File: src/rtl/axis_fifo.sv
// Synchronous AXI-Stream FIFO with first-word-fall-through output.
// It tracks the number of stored beats and the number of complete packets (beats with tlast set).
module axis_fifo #(
    parameter  int DW    = 8,
    parameter  int DEPTH = 16,
    localparam int AW    = $clog2(DEPTH)
) (
    input  logic          clk,
    input  logic          rst,
    input  logic [DW-1:0] s_tdata,
    input  logic          s_tvalid,
    input  logic          s_tlast,
    output logic          s_tready,
    output logic [DW-1:0] m_tdata,
    output logic          m_tvalid,
    output logic          m_tlast,
    input  logic          m_tready,
    output logic [AW:0]   count,
    output logic [AW:0]   pkt_count,
    output logic          full,
    output logic          empty
);

    localparam logic [AW:0]   CNT_ONE   = (AW+1)'(1);
    localparam logic [AW:0]   CNT_DEPTH = (AW+1)'(DEPTH);
    localparam logic [AW-1:0] PTR_ONE   = AW'(1);

    logic [DW:0]   mem_q [DEPTH];
    logic [AW-1:0] wr_ptr_q, wr_ptr_d;
    logic [AW-1:0] rd_ptr_q, rd_ptr_d;
    logic [AW:0]   count_q, count_d;
    logic [AW:0]   pkt_count_q, pkt_count_d;
    logic          wr_en;
    logic          rd_en;
    logic          pkt_inc;
    logic          pkt_dec;
    logic [DW:0]   head;

    // Flags come only from the registered count, so s_tready never depends on m_tready.
    assign full     = (count_q == CNT_DEPTH);
    assign empty    = (count_q == '0);
    assign s_tready = rst & ~full;
    assign m_tvalid = ~empty;

    assign wr_en   = s_tvalid & s_tready;
    assign rd_en   = m_tvalid & m_tready;
    assign pkt_inc = wr_en & s_tlast;
    assign pkt_dec = rd_en & m_tlast;

    // Asynchronous array read gives fall-through at the read pointer.
    assign head    = mem_q[rd_ptr_q];
    assign m_tdata = head[DW-1:0];
    assign m_tlast = head[DW];

    assign count     = count_q;
    assign pkt_count = pkt_count_q;

    always_ff @(posedge clk) begin
        if (wr_en) begin
            mem_q[wr_ptr_q] <= {s_tlast, s_tdata};
        end
    end

    always_comb begin
        wr_ptr_d    = wr_ptr_q;
        rd_ptr_d    = rd_ptr_q;
        count_d     = count_q;
        pkt_count_d = pkt_count_q;

        if (wr_en) begin
            wr_ptr_d = wr_ptr_q + PTR_ONE;
        end
        if (rd_en) begin
            rd_ptr_d = rd_ptr_q + PTR_ONE;
        end

        case ({wr_en, rd_en})
            2'b10:   count_d = count_q + CNT_ONE;
            2'b01:   count_d = count_q - CNT_ONE;
            default: count_d = count_q;
        endcase

        case ({pkt_inc, pkt_dec})
            2'b10:   pkt_count_d = pkt_count_q + CNT_ONE;
            2'b01:   pkt_count_d = pkt_count_q - CNT_ONE;
            default: pkt_count_d = pkt_count_q;
        endcase
    end

    always_ff @(posedge clk or negedge rst) begin
        if (!rst) begin
            wr_ptr_q    <= '0;
            rd_ptr_q    <= '0;
            count_q     <= '0;
            pkt_count_q <= '0;
        end else begin
            wr_ptr_q    <= wr_ptr_d;
            rd_ptr_q    <= rd_ptr_d;
            count_q     <= count_d;
            pkt_count_q <= pkt_count_d;
        end
    end

endmodule

File: config.mk
export PLATFORM = sky130hd
export DESIGN_NAME = axis_fifo
export DESIGN_NICKNAME = d
export VERILOG_FILES = /design/src/rtl/axis_fifo.sv
export SDC_FILE = /design/constraint.sdc
export NUM_CORES = 1
export LEC_CHECK = 0
export ABC_AREA = 1
export ABC_CLOCK_PERIOD_IN_PS = 2220
export CAP_MARGIN = 40
export CORE_MARGIN = 2
export CORE_UTILIZATION = 54
export DETAILED_ROUTE_END_ITERATION = 10
export PLACE_DENSITY_LB_ADDON = 0.2
export SYNTH_ARGS = -nofsm -noshare
export SYNTH_HDL_FRONTEND = slang
export SYNTH_SLANG_ARGS = --single-unit
File: constraint.sdc
create_clock -name clk -period 2.22 [get_ports clk]
set_input_delay 0.666 -clock clk [delete_from_list [all_inputs] [get_ports clk]]
set_output_delay 0.666 -clock clk [all_outputs]
set_load 0.02 [all_outputs]
==> out/results.tsv <==
metric	value	unit
dr.pass1.iters	4	
grt_use_total	0.261	
fin_tns_setup	-4.02	ns
vias	4871	
ys_ff_latch	162	
rsz0062_at_grt	yes	
ant_nets	0	
grt_pass1_wl	27200	µm
dp_hpwl	10600	µm
final_cell_mix	edfxtp_1 (144), nor2_1 (81), nand2_1 (55)	
drv_slew	0	
num_rows	41	
dieArea	13900	µm²
fillers	856	
r2r_slack	-0.36	ns
syn_avg_cell_area	11.9	µm²
finalHoldViolCount	0	
path_class	register to output port	
nets	718	
die_h	118	µm
placed_cells	831	
crit_top_cell	buf_6	
hold_path.class	input pin to asynchronous set/reset pin	
ys_warn_count	0	
maxCapViolCount	0	
grt_pass1_vias	4993	
grt_start_max_net_pins	27	
cts_max_path_buffers	2	
start_kind	register	
num_antenna_cells	0	
fin_skew	0.00889	ns
viasPerCell	5.57	
multi_input_area	2110	µm²
core	12700	µm²
synth_cell_types	29	
crit_slowest_cell	dfrtp_2	
leakagePower	0.00348	µW
area_growth	29.8	%
clock_latency	0.43	ns
synth_edf_count	144	
setup_slack	-0.428	ns
cts_tree	yes	
violations	negative setup slack	
slowest_delay	0.48	ns
globalplace.congestion	0.881	
synth_cells	589	
cts-hold-fix-buffers	0	
yosysSeqAreaShare	0.681	
gr-total-overflow	0	
synth_ff_type	edfxtp_1	
layout_commonest_cell	edfxtp_1	
ctsHtreeMaxLevel	4	
async_reset_ff_frac	0.111	
fin_crit	2.65	ns
route.detailed.drc	0	
vdd_drop_max	1.06	mV
period_share	1.19	
status	complete, but fails checks	
final_layout_size_suffix_gt1_frac	0.283	
worstPathMaxFanout	24	
slew_headroom	0.582	
setup_violations	13	
power.density	1420	nW/µm²
clock.fmax	378	MHz
fp.dieW	118	µm
top_level_ports	36	
cts-root-buf	clkbuf_16	
finalNonFillerCells	875	
tightestPinTransition	0.625	ns
postRouteWirelength	17500	µm
arrival	1.98	ns
clock_sinks	162	
syn_nets	617	
synthesis.area	7010	µm²
end_kind	output port	
path_cells	buf_6 -> o21ai_0 -> o211ai_1 -> nand3_1 -> nand2_1 -> buf_6	
cts_buffers	17	
port_buffers	35	
antenna_found_initial	0	
start_util	0.553	
avgRoutedWirePerCell	20.0	µm
critical_path_required	1.55	ns
drt_iter0_drc	422	
seq_area	4780	µm²
path_clk_slew	0.06	ns
==> routing by layer <==
layer | GRT usage | share of wire
met1 | 0.332 | 0.41
met2 | 0.427 | 0.50
met3 | 0.0572 | 0.063
met4 | 0.127 | 0.030
met5 | 0 | 0
==> area by class of cell <==
| cell class | instances | share of cell area |
|---|---|---|
| Inverter | 52 | 0.0220 |
| Timing Repair Buffer | 112 | 0.131 |
| Clock buffer | 22 | 0.0521 |
| Tap cell | 172 | 0.0236 |
| Sequential cell | 162 | 0.525 |
| Multi-Input combinational cell | 345 | 0.231 |
| Clock inverter | 10 | 0.0146 |
==> final timing paths <==
kind	from	cells after the start	to
setup / recovery	rd_ptr_q[0]	6	m_tdata[5]
hold / removal	rst	2	wr_ptr_q[0]
setup reg to reg	rd_ptr_q[0]	19	pkt_count[4]
hold reg to reg	pkt_count[3]	2	pkt_count[3]
max in group asynchronous	rst	2	rd_ptr_q[0]
min in group clk	pkt_count[3]	2	pkt_count[3]
==> registers in the layout, summed over array words and instances, names as in the netlist <==
register / cells
wr_ptr_q: 4
count: 5
rd_ptr_q: 4
mem_q: 144
pkt_count: 5
==> where the power goes <==
part | internal, µW | switching, µW
clock network | 1850 | 1140
logic | 2710 | 3380
registers | 3640 | 250
total | 8200 | 4760
==> cells in the mapped netlist (6+ instances only) <==
cell type | number | area [µm²]
a21oi_1 | 8 | 40.0
a21oi_2 | 10 | 87.6
buf_2 | 14 | 70.1
buf_6 | 6 | 67.6
dfrtp_1 | 18 | 450
edfxtp_1 | 144 | 4320
ha_1 | 13 | 163
inv_1 | 48 | 180
nand2_1 | 66 | 248
nand3_1 | 35 | 175
nor2_1 | 87 | 327
o211ai_1 | 30 | 225
o21ai_0 | 56 | 280
o21ai_1 | 15 | 75.1
xor2_1 | 8 | 70.1
==> what timing repair did <==
item                                    in CTS  in global routing
resized for setup                          113                 55
pin swaps                                   24                 36
buffers inserted                             3                  4
endpoints found under the setup margin      18                 21
cloned                                       5                  1
==> worst max-delay path, delay by kind of cell (launching register included) <==
| family | cells | cell delay [ns] |
|---|---|---|
| flops | 1 | 0.48 |
| buf+inv | 2 | 0.38 |
| compound gates | 2 | 0.41 |
| simple gates | 2 | 0.29 |
==> logic make-up after synthesis <==
group / share of synthesized area
flip-flops: 0.681
AO/OA/AOI/OAI: 0.105
XOR/XNOR: 0.0150
adder cells (fa/ha/maj): 0.0289
AND/OR/NAND/NOR: 0.115
buffers and inverters: 0.0553
==> stage by stage <==
step                setup WS, ns  utilization  total power, µW  cell area [µm²]  hold WS [ns]
floorplan                -0.0544            -             6920             7080         0.370
global placement          -0.399        0.635             8760             8050         0.505
detailed placement        -0.453        0.635             8900             8050         0.499
CTS                       -0.436        0.705            12600             8940         0.368
global route              -0.510        0.719            13600             9110         0.412
finish                    -0.428        0.719            13000             9110         0.380
No activity file was read; power rests on OpenSTA's default activity.
